--- config.mk ---
export PLATFORM = sky130hd
export DESIGN_NAME = reg_file_reader
export DESIGN_NICKNAME = d
export VERILOG_FILES = /design/src/rtl/riscv_32i_defs_pkg.sv /design/src/rtl/reg_file_reader.sv
export SDC_FILE = /design/constraint.sdc
export NUM_CORES = 1
export LEC_CHECK = 0
export BUFFER_PORTS_ARGS = -buffer_cell sky130_fd_sc_hd__buf_2
export CAP_MARGIN = 20
export CORE_AREA = 2 2 73 75
export CTS_CLUSTER_SIZE = 8
export DETAILED_ROUTE_END_ITERATION = 8
export DIE_AREA = 0 0 75 77
export PLACE_DENSITY = 0.8
export SYNTH_ARGS = -nofsm -noshare
export SYNTH_HDL_FRONTEND = slang
export SYNTH_SLANG_ARGS = --single-unit
--- constraint.sdc ---
create_clock -name clk -period 1.9 [get_ports clk]
set_input_delay 0.095 -clock clk [delete_from_list [all_inputs] [get_ports clk]]
set_output_delay 0.095 -clock clk [all_outputs]
set_load 0.01 [all_outputs]
--- src/rtl/riscv_32i_defs_pkg.sv ---
// Shared RV32I widths and the register-file reader state encoding.
package riscv_32i_defs_pkg;

    localparam int XLEN           = 32;
    localparam int REG_ADDR_WIDTH = 5;

    typedef enum logic [2:0] {
        ST_IDLE,
        ST_FETCH,
        ST_SEND,
        ST_CSUM,
        ST_DONE
    } reg_file_reader_state_t;

endpackage

--- src/rtl/reg_file_reader.sv ---
// Register-file dump engine: walks first_reg..last_reg through one read port and
// streams each value on a valid/ready port. REG_FILE_READER_CSUM_EN appends an XOR checksum beat.
module reg_file_reader
    import riscv_32i_defs_pkg::*;
(
    input  logic                      clk,
    input  logic                      rst_n,
    input  logic                      start,
    input  logic                      abort,
    input  logic [REG_ADDR_WIDTH-1:0] first_reg,
    input  logic [REG_ADDR_WIDTH-1:0] last_reg,
    output logic [REG_ADDR_WIDTH-1:0] rd_reg,
    input  logic [XLEN-1:0]           rd_data,
    output logic                      out_valid,
    input  logic                      out_ready,
    output logic [XLEN-1:0]           out_data,
    output logic [REG_ADDR_WIDTH-1:0] out_reg,
    output logic                      out_last,
    output logic                      busy,
    output logic                      done
);

`ifdef REG_FILE_READER_CSUM_EN
    localparam bit                     CSUM_EN       = 1'b1;
    localparam reg_file_reader_state_t ST_AFTER_LAST = ST_CSUM;
`else
    localparam bit                     CSUM_EN       = 1'b0;
    localparam reg_file_reader_state_t ST_AFTER_LAST = ST_DONE;
`endif

    reg_file_reader_state_t    r_state;
    reg_file_reader_state_t    w_next_state;
    logic [REG_ADDR_WIDTH-1:0] r_idx;
    logic [REG_ADDR_WIDTH-1:0] r_last;
    logic [XLEN-1:0]           r_out_data;
    logic [REG_ADDR_WIDTH-1:0] r_out_reg;
    logic                      r_out_last;
    logic [XLEN-1:0]           r_csum;
    logic                      w_handshake;
    logic                      w_idx_at_last;
    logic                      w_range_empty;
    logic                      w_abort;

    assign w_handshake   = out_valid && out_ready;
    assign w_idx_at_last = (r_idx == r_last);
    assign w_range_empty = (first_reg > last_reg);
    assign w_abort       = abort && (r_state inside {ST_FETCH, ST_SEND, ST_CSUM});

    // NOTE: sequential state uses non-blocking assignments so every flop samples pre-edge values.
    always_ff @(posedge clk or negedge rst_n) begin
        if (!rst_n) r_state <= ST_IDLE;
        else        r_state <= w_next_state;
    end

    // NOTE: the default assignment first keeps this block purely combinational (no latch).
    always_comb begin
        w_next_state = r_state;
        unique case (r_state)
            ST_IDLE: begin
                if (start) w_next_state = w_range_empty ? ST_AFTER_LAST : ST_FETCH;
            end
            ST_FETCH: w_next_state = ST_SEND;
            ST_SEND: begin
                if (w_handshake) w_next_state = w_idx_at_last ? ST_AFTER_LAST : ST_FETCH;
            end
            ST_CSUM: begin
                if (w_handshake) w_next_state = ST_DONE;
            end
            ST_DONE: w_next_state = ST_IDLE;
            default: w_next_state = ST_IDLE;
        endcase
        // Abort wins over a handshake in the same cycle.
        if (w_abort) w_next_state = ST_IDLE;
    end

    always_comb begin
        rd_reg    = r_idx;
        out_valid = (r_state == ST_SEND) || (r_state == ST_CSUM);
        out_data  = r_out_data;
        out_reg   = r_out_reg;
        out_last  = r_out_last;
        busy      = (r_state != ST_IDLE);
        done      = (r_state == ST_DONE);
    end

    // NOTE: every datapath flop is reset; there is no memory here, so the reset is cheap.
    always_ff @(posedge clk or negedge rst_n) begin
        if (!rst_n) begin
            r_idx      <= '0;
            r_last     <= '0;
            r_out_data <= '0;
            r_out_reg  <= '0;
            r_out_last <= 1'b0;
            r_csum     <= '0;
        end else begin
            unique case (r_state)
                ST_IDLE: begin
                    if (start) begin
                        r_idx  <= first_reg;
                        r_last <= last_reg;
                        r_csum <= '0;
                        // An empty range still emits one checksum beat of zero.
                        if (CSUM_EN && w_range_empty) begin
                            r_out_data <= '0;
                            r_out_reg  <= '0;
                            r_out_last <= 1'b1;
                        end
                    end
                end
                ST_FETCH: begin
                    r_out_data <= rd_data;
                    r_out_reg  <= r_idx;
                    r_out_last <= w_idx_at_last && !CSUM_EN;
                end
                ST_SEND: begin
                    if (w_handshake && !w_abort) begin
                        r_csum <= r_csum ^ r_out_data;
                        // Compare before incrementing so a 0..31 walk never wraps.
                        if (w_idx_at_last) begin
                            if (CSUM_EN) begin
                                r_out_data <= r_csum ^ r_out_data;
                                r_out_reg  <= '0;
                                r_out_last <= 1'b1;
                            end
                        end else begin
                            r_idx <= r_idx + REG_ADDR_WIDTH'(1);
                        end
                    end
                end
                default: ;
            endcase
        end
    end

endmodule

* Word level (Yosys, flattened, before mapping)
Cells that the tools add are included.
Operators by class: mux-type cells 11, add/sub/neg operators 1, order comparisons 1, reductions and logical operators 12, equality and inequality tests 11
Operators by type and width (count):
- $mux 3 | 6
- $mux 5 | 3
- $pmux 3 s4 | 1
- $pmux 5 s2 | 1
- $ne 3x3->1 const B | 3
- $eq 3x2->1 const B | 2
- $reduce_bool 3->1 | 2
- $add 5x1->5 const B | 1
- $eq 5x5->1 | 1
- $gt 5x5->1 | 1
- $ne 2x2->1 const B | 2
- $reduce_and 4->1 | 1
- $eq 3x1->1 const B | 1
- $eq 3x3->1 const B | 1
- $logic_and 1x1->1 | 3
- $logic_not 3->1 | 1
- $reduce_and 3->1 | 1
- $ne 2x1->1 const B | 1
- $reduce_and 2->1 | 1
- $reduce_bool 2->1 | 1
- $logic_not 1->1 | 1
- $logic_or 1x1->1 | 1
Word-level totals: word-level logic and storage cells 42, bits of input ports 47, register bits after elaboration 51

* Longest topological paths before layout
Gate-level depths: netlist of run 1.
depth after elaboration 7, mapped depth 7, depth with buffers taken out 7

* Worst setup path before layout of run 1
No wires, ideal clock.
path type reg-to-reg, from register r_state[1], to register r_last[0], stages on the path, launching flop included 5, clock period less this slack 1.573 ns, data arrival time 1.448 ns, setup slack 0.327 ns, setup time 0.125 ns, cells stage by stage dfrtp_1 -> buf_6 -> or3_1 -> nor2_4 -> mux2_2
On the way: longest elaborated chain between the ends 2
Ends and longest elaborated chain:
- from (decl) | line reg_file_reader.sv:31 | reg_file_reader_state_t r_state;
- from (signal assigned) | line reg_file_reader.sv:52 | else r_state <= w_next_state;
- $logic_not 3->1 | line reg_file_reader.sv:96 | unique case (r_state)
- $reduce_and 2->1 (no source line)
- to (signal assigned) | line reg_file_reader.sv:100 | r_last <= last_reg;
- to (decl) | line reg_file_reader.sv:34 | logic [REG_ADDR_WIDTH-1:0] r_last;
No other way between the ends. A chain may end at the register's enable or synchronous reset.

* Worst setup path after layout of run 1
from register r_state[1], to register r_idx[4] (netlist: rd_reg[4])
On the way: longest elaborated chain between the ends 7, elaborated cells between the ends (all ways) 16
Ends and longest elaborated chain:
- $eq 3x1->1, or another cell as far along | line reg_file_reader.sv:47 | assign w_abort = abort && (r_state inside {ST_FETCH, ST_SEND, ST_CSUM});
- $reduce_bool 3->1 | line reg_file_reader.sv:47
- $logic_and 1x1->1 | line reg_file_reader.sv:47
- $logic_not 1->1 | line reg_file_reader.sv:116 | if (w_handshake && !w_abort) begin
- $logic_and 1x1->1 | line reg_file_reader.sv:116
- $ne 2x1->1 (no source line)
- $reduce_and 4->1 (no source line)
- to (signal assigned) | line reg_file_reader.sv:99 | r_idx <= first_reg;
- to (signal assigned) | line reg_file_reader.sv:126 | r_idx <= r_idx + REG_ADDR_WIDTH'(1);
- to (decl) | line reg_file_reader.sv:33 | logic [REG_ADDR_WIDTH-1:0] r_idx;
Parallel ways exist; a longest one is shown, timed or not.

==> results of run 1 <==
per-stage QoR:
step | setup slack, ps | instances | utilization [%] | total power [mW] | area, um^2
2_1_floorplan | 327 | 181 | - | 3.51 | 2330
5_1_grt | 42.4 | 348 | 60.3 | 5.37 | 3000
3_3_place_gp | 262 | 339 | 58.0 | 4.30 | 2890
4_1_cts | 191 | 348 | 60.3 | 5.05 | 3000
3_5_place_dp | 200 | 339 | 58.0 | 4.38 | 2890
6_report | 165 | 348 | 60.3 | 4.98 | 3000
what timing repair did:
item | in CTS | in global routing
gates resized for setup | 0 | 0
hold buffers | 2 | 0
endpoints found under the hold margin | 25 | 0
layer usage:
| layer | global-route usage, % | wire (um) | up-vias |
|---|---|---|---|
| met5 | 0 | 0 | - |
| met4 | 4.11 | 29 | 0 |
| met3 | 5.65 | 425 | 4 |
| met2 | 29.2 | 2310 | 75 |
| met1 | 23.6 | 2070 | 826 |
| li1 | - | - | 826 |
where the power goes:
group | switching [mW] | internal [mW] | total, mW
sequential | 0.367 | 1.64 | 2.00
combinational | 1.12 | 1.21 | 2.33
clock | 0.347 | 0.294 | 0.641
total | 1.83 | 3.14 | 4.98
path summary, 6_finish.rpt:
kind | depth (start not counted) | to | start
min in group asynchronous | 2 | out_data[10] | rst_n
worst max-delay path | 5 | rd_reg[4] | r_state[1]
worst max register to register | 5 | rd_reg[4] | r_state[1]
worst min register to register | 1 | out_data[25] | out_data[25]
max in group asynchronous | 3 | rd_reg[0] | rst_n
worst min-delay path | 2 | out_data[29] | rd_data[29]
critical path, cell delays in order (launching register included):
cell and delay [ps]:
dfrtp_1 560, and2b_1 210, and2b_1 410, a31oi_4 220, a21oi_1 170, a21oi_1 50
placed cells by master, fill, tap and decap left out, types with 2 or more instances in the layout:
cell type      count
clkbuf_8           6
nand3_1            8
mux2_1             3
and2b_1            2
mux2i_1            2
and3_1             2
nand2_1            4
xor2_1             5
nor2_1            10
buf_12             2
buf_4              2
buf_2             92
dlygate4sd3_1      2
mux2_2            39
inv_1              7
a21oi_1            9
nand2b_1           3
dfrtp_1           51
ha_1               6
nand3b_1           3
o21ai_0            5
cell type report:
| class | count | area [um^2] |
|---|---|---|
| inverters | 7 | 26.3 |
| fillers | 428 | 1980 |
| repair buffers | 98 | 536 |
| flip-flops and latches | 51 | 1280 |
| well taps | 70 | 87.6 |
| multi-input cells | 115 | 982 |
| clock buffers | 6 | 82.6 |
| clock inverters | 1 | 8.76 |
cells by family after synthesis:
group,count (synthesis),synth area share [%]
DFF,51,54.8
muxes,44,21.2
and+or+nand+nor,39,9.57
AOI/OAI and AO/OA,21,6.08
buffers and inverters,15,3.23
adders and majority gates,6,3.23
xor gates and xnor gates,5,1.88
==> results.yml, run 1 <==
outcome:
  status: "finished, final reports clean"
synthesis:
  yosys.cell_types.count: 34
  ys.warnings.count: 0
  synthesis.area_mm2: 0.00233
  synth_area_leaders: "dfrtp_1 (55%), mux2_2 (19%), ha_1 (3.2%)"
  yosys_register_bits: 51
  cell_with_the_most_instances_after_synthesis: "dfrtp_1"
  syn-num-nets: 234
  average_cell_area_after_synthesis_um2: 12.9
  synth_top_cell_by_area: "dfrtp_1"
  yosys_most_used_dff: "dfrtp_1"
  synth_edf_count: 0
  synthDominantCellAreaShare_pct: 54.8
  postSynth.asyncResetShare_pct: 100
  synthCells: 181
  yosys-top-cells-count: "dfrtp_1 (51), mux2_2 (39), nor2_1 (10)"
  seq_area_frac_synth_pct: 54.8
run:
  maxCapViolCount: 0
routing:
  vias_per_cell: 4.97
  vias: 1731
  routed_wire_length_um: 4840
  detailedRoute.firstPassIterationCount: 4
  detail_route.iter0.violations: 75
  post_drt_wl_per_cell_um: 13.9
  final_antenna_net_count: 0
  drc: 0
cells_and_area:
  final_layout_size_suffix_gt1_share_pct: 52.5
  largest_register_ff_count: 32
  number_of_antenna_cells_inserted: 0
  area.growth.synth_to_final_pct: 28.9
  final_nets: 331
clock_tree:
  numCtsBuffers: 5
  cts.root.buffer_cell: "clkbuf_8"
  worstSkewPairLatency_ps: 290
  tritoncts_clock_tree: "built"
  cts_max_path_buffers: 2
  cts_setup_buffers: 0
  clock_tree.htree_level_count: 2
  cts_num_sinks: 51
  clkSlewWorstSetupHoldPaths_ps: 90
die:
  die-width_um: 75
  die-area_mm2: 0.00578
  num_rows: 26
  initial_core_utilization_pct: 46.8
  die_height_um: 77
  fp.coreArea_mm2: 0.00498
  top_level_ports: 93
grt:
  first_global_vias: 1768
  grt_overall_usage_pct: 18.1
  grt_remaining_overflow: 0
  pin_count_of_the_biggest_net_entering_global_routing: 41
  antenna_violations_before_repair: 0
  wire_length_of_the_first_global_routing_pass_um: 8060
worst_hold_path:
  holdCritPathClass: "in -> reg"
pwr:
  p_leak_nw: 1.45
  p_per_area_mw_per_mm2: 1660
  worst_ir_drop_vdd_uv: 820
setup_path:
  critPathMaxFanout: 13
  critical_path_arrival_ps: 1910
  worst_setup_start_kind: "register"
  criticalPathCategory: "reg -> reg"
  reg2reg_slack_ps: 160
  cp_data_required_time_ps: 2080
  worst_setup_end_kind: "register"
place:
  io_buffers: 92
  hpwlAfterDp_um: 3660
  final_estimated_routing_congestion_in_global_placement: 0.878
timing:
  rsz0062_at_grt: "false"
  max_slew.worst_pin.slew_ps: 566
  hold_slack_ps: 12.6
  fin_skew_ps: 8.65
  timing.max_slew.rel_slack_pct: 62.2
  totalNegativeSetupSlack_ps: 0
  fin_crit_sh_pct: 91.3
  final_hold_vios: 0
  min_period_ps: 1740
  fmaxAchievable_mhz: 576
  slew_viol_final: 0
  report.final.setup_viol: 0
No activity file was read; power rests on OpenSTA's default activity.
==> inputs of run 2 (changes only) <==
--- a/config.mk
+++ b/config.mk
@@ -12,6 +12,8 @@
 export DETAILED_ROUTE_END_ITERATION = 8
 export DIE_AREA = 0 0 75 77
 export PLACE_DENSITY = 0.8
+export RECOVER_POWER = 25
+export REMOVE_ABC_BUFFERS = 1
 export SYNTH_ARGS = -nofsm -noshare
 export SYNTH_HDL_FRONTEND = slang
 export SYNTH_SLANG_ARGS = --single-unit
==> run 2 against run 1 <==
- global-route usage decreased by 0.46 points
- first-iteration DRC count decreased by 19%
- largest power group unchanged
- critical endpoint is now r_last[1]
- critical path type unchanged
- worst hold slack improved by 6.7 ps
- clock skew decreased by 0.94 ps
- clock power increased by 2%
==> results.yml, run 2 (synthesis results as in run 1) <==
clock_tree:
  cts_num_sinks: 51
  clock_tree.htree_level_count: 2
  tritoncts_clock_tree: "built"
  clkSlewWorstSetupHoldPaths_ps: 90
  worstSkewPairLatency_ps: 300
  numCtsBuffers: 5
  cts.root.buffer_cell: "clkbuf_8"
  cts_setup_buffers: 0
  cts_max_path_buffers: 2
timing:
  rsz0062_at_grt: "false"
  totalNegativeSetupSlack_ps: 0
  max_slew.worst_pin.slew_ps: 1260
  fin_crit_sh_pct: 86.8
  timing.max_slew.rel_slack_pct: 16.2
  final_hold_vios: 0
  fmaxAchievable_mhz: 607
  slew_viol_final: 0
  min_period_ps: 1650
  fin_skew_ps: 7.71
  report.final.setup_viol: 0
cells_and_area:
  finalInstanceArea_mm2: 0.00301
  most_used_cells_in_the_layout_excluding_fill_and_tap_cells: "buf_2 (91), dfrtp_1 (51), mux2_2 (39)"
  final_nets: 332
  area.growth.synth_to_final_pct: 29.5
  final_layout_size_suffix_gt1_share_pct: 52.5
  largest_register_ff_count: 32
  mostFrequentLayoutCell: "buf_2"
  number_of_antenna_cells_inserted: 0
  fillerInstances: 431
setup_path:
  worst_setup_end_kind: "register"
  crit_path_start: "r_state[1]"
  cp_data_required_time_ps: 2090
  worst_setup_start_kind: "register"
  criticalPathCategory: "reg -> reg"
  reg2reg_from: "r_state[1]"
  critPathMaxFanout: 10
  critical_path_arrival_ps: 1830
die:
  die-area_mm2: 0.00578
  top_level_ports: 93
  fp.coreArea_mm2: 0.00498
  die-width_um: 75
  die_height_um: 77
  num_rows: 26
  initial_core_utilization_pct: 46.8
grt:
  pin_count_of_the_biggest_net_entering_global_routing: 41
  grt_remaining_overflow: 0
  grt_overall_usage_pct: 17.6
  wire_length_of_the_first_global_routing_pass_um: 8050
  antenna_violations_before_repair: 0
  first_global_vias: 1838
place:
  io_buffers: 92
  hpwlAfterDp_um: 3550
  post_dp_cell_area_mm2: 0.00289
  final_estimated_routing_congestion_in_global_placement: 0.781
routing:
  vias: 1738
  vias_per_cell: 4.97
  drc: 0
  routed_wire_length_um: 4680
  final_antenna_net_count: 0
  detail_route.iter0.violations: 61
  post_drt_wl_per_cell_um: 13.4
  detailedRoute.firstPassIterationCount: 4
worst_hold_path:
  holdCritPathClass: "in -> reg"
  worst_hold_startpoint: "rd_data[25]"
run:
  maxCapViolCount: 0
pwr:
  worst_ir_drop_vdd_uv: 939
  p_leak_nw: 1.45
  p_per_area_mw_per_mm2: 1650
outcome:
  status: "finished, final reports clean"
run 2: changes by cell type in the layout (fill, tap and decap cells not counted), sizes merged:
cell,previous run,this run
dlygate4sd3,2,3
buf,96,95
clkinv,0,1
clkbuf,6,7
run 2: power breakdown:
| group | switching [mW] | internal [mW] | total [mW] |
|---|---|---|---|
| clock network | 0.353 | 0.298 | 0.652 |
| logic | 1.12 | 1.22 | 2.34 |
| registers | 0.360 | 1.64 | 2.00 |
| total | 1.83 | 3.15 | 4.98 |
run 2: final timing paths:
kind	cells after the start	slack, ps	end
min reg2reg	1	500	out_data[24]
min in group asynchronous	2	590	out_data[21]
min	2	20	out_data[25]
max in group asynchronous	3	550	r_state[0]
max reg2reg	3	250	r_last[1]
max	3	250	r_last[1]
run 2: worst max-delay path, stage by stage, from the launching register on:
cell and delay, ps:
dfrtp_1 510, or3_1 470, nor2_4 200, mux2_2 360
run 2: area by class of cell:
type,count,area (um^2),share of cell area [%]
Inverter,7,26.3,0.872
Tap cell,70,87.6,2.91
Sequential cell,51,1280,42.3
Clock buffer,6,82.6,2.74
Timing Repair Buffer,99,544,18.1
Multi-Input combinational cell,115,983,32.6
Clock inverter,2,13.8,0.457
run 2: what timing repair did:
item / in CTS / in global routing
gates resized for setup: 0 / 1
hold endpoints to repair: 24 / 0
hold buffers: 3 / 0
endpoints found under the setup margin: 0 / 5
run 2: metrics by stage:
| step | util (%) | setup WS, ps | hold slack, ps | total power [mW] | cells |
|---|---|---|---|---|---|
| global route | 60.6 | 121 | 0.570 | 5.37 | 350 |
| floorplan | - | -720 | -201 | 3.45 | 173 |
| global placement | 58.0 | 261 | 97.0 | 4.28 | 339 |
| CTS | 60.6 | 131 | 4.05 | 5.05 | 350 |
| detailed placement | 58.0 | 153 | 109 | 4.38 | 339 |
| finish | 60.6 | 252 | 19.3 | 4.98 | 350 |
run 2: metal layers:
metal  share of wire, %  vias to the layer above  GRT usage [%]
li1                   -                      829              -
met1                 42                      843           21.8
met2                 50                       61           29.6
met3                6.5                        5           5.12
met4               0.66                        0           4.64
met5                  0                        -              0
